**src/rtl/dac_spi_pkg.sv**
```systemverilog
`default_nettype none
// ============================================================================
// dac_spi_pkg : command codes, FSM states and frame assembly for the DAC writer
// Revision    : 1.0
// ============================================================================
package dac_spi_pkg;

  localparam int FRAME_W = 32;

  localparam logic [3:0] CMD_WR         = 4'b0000;
  localparam logic [3:0] CMD_UPD        = 4'b0001;
  localparam logic [3:0] CMD_WR_UPD_ALL = 4'b0010;
  localparam logic [3:0] CMD_WR_UPD     = 4'b0011;
  localparam logic [3:0] CMD_NOP        = 4'b1111;

  typedef enum logic [2:0] {
    ST_IDLE  = 3'd0,
    ST_LATCH = 3'd1,
    ST_LOAD  = 3'd2,
    ST_SHIFT = 3'd3,
    ST_DONE  = 3'd4
  } seq_state_t;

  typedef enum logic [2:0] {
    SH_IDLE    = 3'd0,
    SH_SCK_LO  = 3'd1,
    SH_SCK_HI  = 3'd2,
    SH_CS_HOLD = 3'd3,
    SH_GAP     = 3'd4
  } shf_state_t;

  function automatic logic [FRAME_W-1:0] build_frame(input logic [3:0]  cmd,
                                                     input logic [3:0]  addr,
                                                     input logic [15:0] data16);
    return {8'h00, cmd, addr, data16};
  endfunction

endpackage
`default_nettype wire

```
**src/rtl/spi_dac_shifter.sv**
```systemverilog
`default_nettype none
// ============================================================================
// spi_dac_shifter : one 32-bit SPI frame, MSB first, with SCK divider and SDO capture
// Revision        : 1.0
// ============================================================================
module spi_dac_shifter
  import dac_spi_pkg::*;
#(
  parameter int CLK_DIV = 2
) (
  input  logic               dacclk,
  input  logic               reset,
  input  logic               i_load,
  input  logic [FRAME_W-1:0] i_frame,
  input  logic               i_miso,
  output logic               o_cs,
  output logic               o_sck,
  output logic               o_mosi,
  output logic               o_rx_valid,
  output logic [FRAME_W-1:0] o_rx,
  output logic               o_frame_done
);

  localparam int c_div_w = (CLK_DIV > 1) ? $clog2(CLK_DIV) : 1;
  localparam logic [c_div_w-1:0] c_div_last = c_div_w'(CLK_DIV - 1);
  localparam logic [c_div_w-1:0] c_div_one  = c_div_w'(1);

  shf_state_t           r_state;
  logic [c_div_w-1:0]   r_div;
  logic [4:0]           r_bit;
  logic [FRAME_W-2:0]   r_sr;
  logic [FRAME_W-1:0]   r_rx;
  logic                 r_rx_valid;
  logic                 r_cs;
  logic                 r_sck;
  logic                 r_mosi;
  logic                 w_div_end;

  assign w_div_end    = (r_div == c_div_last);
  assign o_cs         = r_cs;
  assign o_sck        = r_sck;
  assign o_mosi       = r_mosi;
  assign o_rx         = r_rx;
  assign o_rx_valid   = r_rx_valid;
  assign o_frame_done = (r_state == SH_GAP) && w_div_end;

  always_ff @(posedge dacclk or posedge reset) begin
    if (reset) begin
      r_state    <= SH_IDLE;
      r_div      <= '0;
      r_bit      <= '0;
      r_sr       <= '0;
      r_rx       <= '0;
      r_rx_valid <= 1'b0;
      r_cs       <= 1'b1;
      r_sck      <= 1'b0;
      r_mosi     <= 1'b0;
    end else begin
      r_rx_valid <= 1'b0;
      case (r_state)
        SH_IDLE: begin
          if (i_load) begin
            r_sr    <= i_frame[FRAME_W-2:0];
            r_bit   <= 5'd31;
            r_div   <= '0;
            r_cs    <= 1'b0;
            r_mosi  <= i_frame[FRAME_W-1];
            r_state <= SH_SCK_LO;
          end
        end
        SH_SCK_LO: begin
          if (w_div_end) begin
            r_div   <= '0;
            r_sck   <= 1'b1;
            r_state <= SH_SCK_HI;
          end else begin
            r_div <= r_div + c_div_one;
          end
        end
        SH_SCK_HI: begin
          if (r_div == '0) r_rx <= {r_rx[FRAME_W-2:0], i_miso};
          if (w_div_end) begin
            r_div <= '0;
            r_sck <= 1'b0;
            if (r_bit == 5'd0) begin
              r_mosi     <= 1'b0;
              r_rx_valid <= 1'b1;
              r_state    <= SH_CS_HOLD;
            end else begin
              // MOSI moves only on the falling SCK edge, so it is stable for a full low phase
              r_bit   <= r_bit - 5'd1;
              r_mosi  <= r_sr[FRAME_W-2];
              r_sr    <= {r_sr[FRAME_W-3:0], 1'b0};
              r_state <= SH_SCK_LO;
            end
          end else begin
            r_div <= r_div + c_div_one;
          end
        end
        SH_CS_HOLD: begin
          if (w_div_end) begin
            r_div   <= '0;
            r_cs    <= 1'b1;
            r_state <= SH_GAP;
          end else begin
            r_div <= r_div + c_div_one;
          end
        end
        SH_GAP: begin
          if (w_div_end) begin
            r_div   <= '0;
            r_state <= SH_IDLE;
          end else begin
            r_div <= r_div + c_div_one;
          end
        end
        default: r_state <= SH_IDLE;
      endcase
    end
  end

endmodule
`default_nettype wire

```
**src/rtl/spi_dac_multi_writer.sv**
```systemverilog
`default_nettype none
// ============================================================================
// spi_dac_multi_writer : sequences one SPI frame per enabled channel to the DAC
// Revision             : 1.0
// ============================================================================
module spi_dac_multi_writer
  import dac_spi_pkg::*;
#(
  parameter int DATA_W  = 12,
  parameter int NUM_CH  = 4,
  parameter int CLK_DIV = 2
) (
  input  logic                     dacclk,
  input  logic                     reset,
  input  logic                     start,
  input  logic [NUM_CH-1:0]        ch_mask,
  input  logic [NUM_CH*DATA_W-1:0] ch_data,
  input  logic                     sync_mode,
  output logic                     busy,
  output logic                     done,
  output logic                     rb_err,
  output logic                     dac_cs,
  output logic                     dac_sck,
  output logic                     dac_mosi,
  input  logic                     dac_miso,
  output logic                     dac_clr
);

  seq_state_t                r_state;
  logic [NUM_CH-1:0]         r_rem;
  logic [NUM_CH*DATA_W-1:0]  r_data;
  logic                      r_sync;
  logic                      r_busy;
  logic                      r_done;
  logic                      r_rb_err;
  logic                      r_clr;
  logic                      r_chk;
  logic                      r_started;
  logic [FRAME_W-1:0]        r_cur;
  logic [FRAME_W-1:0]        r_prev;

  logic [NUM_CH-1:0]         w_pick;
  logic [3:0]                w_addr;
  logic [DATA_W-1:0]         w_sample;
  logic                      w_last;
  logic [3:0]                w_cmd;
  logic [15:0]               w_data16;
  logic [FRAME_W-1:0]        w_frame;
  logic                      w_load;
  logic                      w_rx_valid;
  logic                      w_frame_done;
  logic [FRAME_W-1:0]        w_rx;

  // Lowest remaining channel wins because the loop ends on the smallest index
  always_comb begin
    w_pick   = '0;
    w_addr   = '0;
    w_sample = '0;
    for (int i = NUM_CH - 1; i >= 0; i--) begin
      if (r_rem[i]) begin
        w_pick   = NUM_CH'(1) << i;
        w_addr   = 4'(i);
        w_sample = r_data[i*DATA_W +: DATA_W];
      end
    end
    w_last   = ((r_rem & ~w_pick) == '0);
    w_cmd    = !r_sync ? CMD_WR_UPD : (w_last ? CMD_WR_UPD_ALL : CMD_WR);
    w_data16 = 16'(w_sample) << (16 - DATA_W);
    w_frame  = build_frame(w_cmd, w_addr, w_data16);
  end

  assign w_load = (r_state == ST_LOAD);
  assign busy   = r_busy;
  assign done   = r_done;
  assign rb_err = r_rb_err;
  assign dac_clr = r_clr;

  always_ff @(posedge dacclk or posedge reset) begin
    if (reset) r_clr <= 1'b0;
    else       r_clr <= 1'b1;
  end

  always_ff @(posedge dacclk or posedge reset) begin
    if (reset) begin
      r_state   <= ST_IDLE;
      r_rem     <= '0;
      r_data    <= '0;
      r_sync    <= 1'b0;
      r_busy    <= 1'b0;
      r_done    <= 1'b0;
      r_rb_err  <= 1'b0;
      r_chk     <= 1'b0;
      r_started <= 1'b0;
      r_cur     <= '0;
      r_prev    <= '0;
    end else begin
      case (r_state)
        ST_IDLE: begin
          if (start) begin
            r_rem    <= ch_mask;
            r_data   <= ch_data;
            r_sync   <= sync_mode;
            r_rb_err <= 1'b0;
            r_busy   <= 1'b1;
            r_state  <= ST_LATCH;
          end
        end
        ST_LATCH: begin
          r_started <= 1'b0;
          if (r_rem == '0) begin
            r_done  <= 1'b1;
            r_state <= ST_DONE;
          end else begin
            r_state <= ST_LOAD;
          end
        end
        ST_LOAD: begin
          // SDO of this frame echoes the previous one, so only frames after the first are checked
          r_rem     <= r_rem & ~w_pick;
          r_prev    <= r_cur;
          r_cur     <= w_frame;
          r_chk     <= r_started;
          r_started <= 1'b1;
          r_state   <= ST_SHIFT;
        end
        ST_SHIFT: begin
          if (w_rx_valid && r_chk && (w_rx != r_prev)) r_rb_err <= 1'b1;
          if (w_frame_done) begin
            if (r_rem == '0) begin
              r_done  <= 1'b1;
              r_state <= ST_DONE;
            end else begin
              r_state <= ST_LOAD;
            end
          end
        end
        ST_DONE: begin
          r_done  <= 1'b0;
          r_busy  <= 1'b0;
          r_state <= ST_IDLE;
        end
        default: r_state <= ST_IDLE;
      endcase
    end
  end

  spi_dac_shifter #(
    .CLK_DIV (CLK_DIV)
  ) u_shifter (
    .dacclk       (dacclk),
    .reset        (reset),
    .i_load       (w_load),
    .i_frame      (w_frame),
    .i_miso       (dac_miso),
    .o_cs         (dac_cs),
    .o_sck        (dac_sck),
    .o_mosi       (dac_mosi),
    .o_rx_valid   (w_rx_valid),
    .o_rx         (w_rx),
    .o_frame_done (w_frame_done)
  );

endmodule
`default_nettype wire

```
**config.mk**
```make
export PLATFORM = sky130hd
export DESIGN_NAME = spi_dac_multi_writer
export DESIGN_NICKNAME = d
export VERILOG_FILES = /design/src/rtl/dac_spi_pkg.sv /design/src/rtl/spi_dac_shifter.sv /design/src/rtl/spi_dac_multi_writer.sv
export SDC_FILE = /design/constraint.sdc
export NUM_CORES = 1
export LEC_CHECK = 0
export CORE_UTILIZATION = 50
export DETAILED_ROUTE_END_ITERATION = 7
export GPL_ROUTABILITY_DRIVEN = 0
export GPL_TIMING_DRIVEN = 0
export PLACE_DENSITY_LB_ADDON = 0.3
export SYNTH_ARGS = -nofsm -noshare
export SYNTH_HDL_FRONTEND = slang
export SYNTH_SLANG_ARGS = --single-unit
```
**constraint.sdc**
```tcl
create_clock -name dacclk -period 10.6 [get_ports dacclk]
set_input_delay 2.12 -clock dacclk [delete_from_list [all_inputs] [get_ports dacclk]]
set_output_delay 2.12 -clock dacclk [all_outputs]
set_load 0.02 [all_outputs]
```
### Word-level counts from Yosys, hierarchy flattened

Cells that the tools add are included.

| storage, ports and cells | value |
|---|---|
| output and inout bits | 7 |
| register bits | 178 |
| logic and storage cells | 132 |
| input bits | 57 |

| operators by class | value |
|---|---|
| mux-type cells | 57 |
| bitwise logic cells | 3 |
| reduce and logical (&&, ||, !) cells | 31 |
| add/sub/neg operators | 2 |
| equal/unequal tests | 18 |

Operators by type and width:

| operator | count |
|---|---|
| 31-bit 2-to-1 mux | 3 |
| 31-bit case mux with 2 select lines | 1 |
| 12-bit 2-to-1 mux | 4 |
| 4-bit 2-to-1 mux | 8 |
| 32-bit by 24-bit != test with 1-bit output | 1 |
| 3-bit 2-to-1 mux | 8 |
| 2-bit nonzero test | 8 |
| 5-bit 2-to-1 mux | 3 |
| 3-bit case mux with 5 select lines | 1 |
| 1-bit 2-to-1 mux | 14 |
| 1-bit case mux with 2 select lines | 7 |
| 2-bit AND reduction | 7 |
| 3-bit by 2-bit equality test with 1-bit output, second input constant | 4 |
| 2-bit by 1-bit != test with 1-bit output, second input constant | 6 |
| 3-bit case mux with 4 select lines | 1 |
| 3-bit AND reduction | 4 |
| 5-bit case mux with 2 select lines | 1 |
| 4-bit zero test | 2 |
| 2-bit 2-to-1 mux | 4 |
| 4-bit case mux with 2 select lines | 1 |
| 3-bit by 1-bit equality test with 1-bit output, second input constant | 2 |
| 3-bit equality test, second input constant | 2 |
| 3-bit zero test | 2 |
| 2-bit != test, second input constant | 3 |
| other kinds (12) | 14 |

### Depth between registers and ports, before layout

| logic depth | value |
|---|---|
| word-level depth | 11 |
| mapped depth | 7 |
| gate-level depth less buffers | 6 |

### Hierarchy

Synthesis repeated with hierarchy kept, for this count alone.

| second synthesis, totals | value |
|---|---|
| cells, all modules | 608 |
| area total of the unflattened synthesis | 7696.1 um^2 |

By module, submodules not included:

| module | area each (um^2) | cells an instance | times used | seq. area each (um^2) |
|---|---|---|---|---|
| spi_dac_multi_writer | 4266.6 | 365 | 1 | 2352.3 |
| spi_dac_shifter | 3429.5 | 243 | 1 | 1903.1 |

### Worst setup path before layout

OpenSTA, ideal clock, no wires.

| timing | value |
|---|---|
| path kind | input to register |
| start point | in start |
| end point | reg r_data[10] |
| required time | 10.475 ns |
| path slack | 7.306 ns |
| arrival | 3.169 ns |
| stages | 4 |
| library setup time | 0.125 ns |
| path buffers | 2 |
| cell sequence | nor4b_2 -> buf_2 -> buf_2 -> mux2_2 |

| on the way | value |
|---|---|
| longest elaborated chain between the ends | 1 |

RTL lines:

| item | line | RTL |
|---|---|---|
| from (decl) | spi_dac_multi_writer.sv:15 | `input logic start,` |
| 2-bit AND reduction (no line) | - |  |
| to (signal assigned) | spi_dac_multi_writer.sv:101 | `r_data <= ch_data;` |
| to (decl) | spi_dac_multi_writer.sv:31 | `logic [NUM_CH*DATA_W-1:0] r_data;` |

Every way passes these cells.
A chain may end at the register's enable or synchronous reset.

### Final worst setup path

| timing | value |
|---|---|
| start point | in start |
| end point | reg r_data[6] |

Same word-level chain as after synthesis.

==> impl_metrics.env <==
export IMPL_firstDrtPassIters=5
export IMPL_powerDensity_nw_per_um2=289
export IMPL_die_w_um=122
export IMPL_rows=43
export IMPL_multi_input_area_um2=2810
export IMPL_yosys_most_used_dff="dfrtp_1"
export IMPL_syn_num_nets=664
export IMPL_area_growth_pct=20.8
export IMPL_grtUsageTotal_pct=22.1
export IMPL_grt_pass1_vias=5001
export IMPL_worstPathMaxFanout=10
export IMPL_cts_root_buf="clkbuf_16"
export IMPL_fin_crit_sh_pct=34.9
export IMPL_seq_area_frac_synth_pct=57.7
export IMPL_syn_area_um2=7200
export IMPL_worstHoldPathCells=2
export IMPL_yosysMostFrequentCell="dfrtp_1"
export IMPL_cp_arrival_ns=4.00
export IMPL_dp_hpwl_um=10700
export IMPL_r2r_cells=6
export IMPL_postSynthCellCount=606
export IMPL_fp_dieH_um=122
export IMPL_final_nets=747
export IMPL_postSynthAreaPerCell_um2=11.9
export IMPL_hp_class="flip-flop to flip-flop"
export IMPL_wirelength_um=15000
export IMPL_max_vdd_ir_drop_uv=201
export IMPL_cpPeakStageDelay_ns=0.49
export IMPL_core_area_um2=14000
export IMPL_yosysTopAreaCellShare_pct=57.4
export IMPL_crit_top_cell="buf_2"
export IMPL_max_slew_margin_pct=60.5
export IMPL_dr_total_vias=4971
export IMPL_cts_buffer_depth=2
export IMPL_drt_iter0_drc=374
export IMPL_endpoint_kind="flip-flop"
export IMPL_detail_route_wl_per_cell_um=17.1
export IMPL_path_clk_slew_ns=0.06
export IMPL_clk_latency_ns=0.42
export IMPL_finClkSkew_ns=0.00679
export IMPL_drt_vias_per_instance=5.64
export IMPL_crit_path_cell_trace="clkdlybuf4s50_1 -> nor4b_2 -> buf_2 -> buf_2 -> mux2_2"
export IMPL_yosys_top_cells_count="dfrtp_1, nand2_1, mux2_2"
export IMPL_status="completed"
export IMPL_cts_resized=0
export IMPL_tightest_slew_ns=0.593
export IMPL_h_tree_depth=4
export IMPL_route_detailed_drc=0
export IMPL_ys_warn_count=0
export IMPL_min_period_ns=3.70
export IMPL_yosys_area_top_type="dfrtp_1"
export IMPL_setup_tns_ns=0
export IMPL_power_total_w=0.00252
export IMPL_placement_io_buffers=63
export IMPL_fillers=1117
export IMPL_grt_setup_unrepaired="false"
export IMPL_fmax_mhz=270
export IMPL_hold_viol_final=0
export IMPL_drv_cap=0
export IMPL_finalSetupViolCount=0
export IMPL_start_kind="primary input"
export IMPL_cts_setup_buffers=0
export IMPL_cts_tree="yes"
export IMPL_seq_area_um2=4160
export IMPL_cts_made_buffers=17
export IMPL_clock_sinks=166
export IMPL_dieArea_um2=14900
export IMPL_slowest_stage="clkdlybuf4s50_1"
export IMPL_stdcell_count=882
export IMPL_antenna_found_initial=0
export IMPL_synth_async_reset_ratio_pct=100
export IMPL_grt_pass1_wl_um=25100
export IMPL_synth_area_leaders="dfrtp_1, mux2_2, nand2_1, o31ai_1, o21ai_0"
export IMPL_drive_gt1_share_pct=22.5
export IMPL_overflow=0
export IMPL_drv_slew=0
export IMPL_start_util_pct=51.5
export IMPL_synth_enable_flop_cells=0
export IMPL_synth_distinct_cells=55
export IMPL_cp_required_ns=10.90
export IMPL_diodes=0
export IMPL_post_place_cells=850
export IMPL_ys_seq_elements=166
export IMPL_ctsHoldBuffers=0
export IMPL_p_leak_nw=3.84
export IMPL_io_pins=64
export IMPL_ant_nets=0
export IMPL_grt_max_degree=96
export IMPL_critPathKind="primary input to flip-flop"
per-stage QoR:
stage | hold WS, ns | instance area (um^2) | util [%] | setup slack (ns)
3_5_place_dp | 0.455 | 8090 | 57.8 | 6.47
2_1_floorplan | 0.439 | 7200 | - | 3.99
6_report | 0.470 | 8690 | 62.1 | 6.90
3_3_place_gp | 0.455 | 8050 | 57.6 | 2.04
4_1_cts | 0.474 | 8690 | 62.1 | 6.89
5_1_grt | 0.489 | 8690 | 62.1 | 6.80
registers in the layout (all words and copies together) (netlist names), 3 cells and up:
signal and flops:
r_data 48, u_shifter.o_rx 32, u_shifter.r_sr 27, r_cur 16
r_prev 16, u_shifter.r_bit 5, r_rem 4, r_state 3
u_shifter.r_state 3
critical path, delay by kind of cell:
family	cells	cell delay, ns
buffers and inverters	3	1.13
muxes	1	0.38
and+or+nand+nor	1	0.36
final timing paths:
| path | from | endpoint | slack (ns) |
|---|---|---|---|
| worst max register to register | r_rem[0] | u_shifter.r_sr[7] | 8.37 |
| worst min-delay path | r_cur[21] | r_prev[21] | 0.47 |
| min in group asynchronous | reset | u_shifter.o_sck | 2.15 |
| worst max-delay path | start | r_data[6] | 6.90 |
| worst min register to register | r_cur[21] | r_prev[21] | 0.47 |
| max in group asynchronous | reset | r_data[7] | 7.66 |
final cells by class:
type	instances	share of cell area, %
flip-flops and latches	166	47.8
clock inverters	8	1.40
clock buffers	24	5.54
well taps	180	2.59
multi-input cells	387	32.3
inverters	14	0.691
repair buffers	64	7.57
plain buffers	39	2.07
layout by cell type, fill, tap and decap left out, drive strengths merged, types with 3 or more instances in the layout:
cell type and instances:
buf 22, nand2 104, o21ai 30, mux2 97, a21oi 9, a22o 3
mux2i 5, o31ai 28, nor4 8, nor2 18, nand4 5, clkbuf 42
bufinv 3, clkinv 4, dfrtp 165, o22ai 11, a221oi 9, xnor2 17
clkdlybuf4s50 63, or3b 4, o41ai 6, inv 14
report_power, final:
part,switching [W],internal (W)
Combinational,0.000491,0.000406
Sequential,0.000141,0.000855
Clock,0.000235,0.000389
Total,0.000867,0.00165
cells by family (layout without fill, tap and decap cells):
family | after synthesis | count (layout) | share of synthesized area, %
muxes | 102 | 102 | 15.9
and+or+nand+nor | 157 | 157 | 10.4
other | 1 | 1 | 0.0521
AOI/OAI and AO/OA | 108 | 108 | 10.3
adders and majority gates | 2 | 2 | 0.313
xor gates and xnor gates | 17 | 17 | 2.07
DFF | 166 | 166 | 57.7
buffers and inverters | 53 | 149 | 3.23
per-layer routing:
metal,track usage (%),vias up,part of all wire [%]
met5,0,-,0
met4,6.40,0,1.3
met3,5.34,17,4.4
met2,36.6,111,50
met1,28.9,2520,45
li1,-,2323,-
Power figures use the tool's default switching activity.
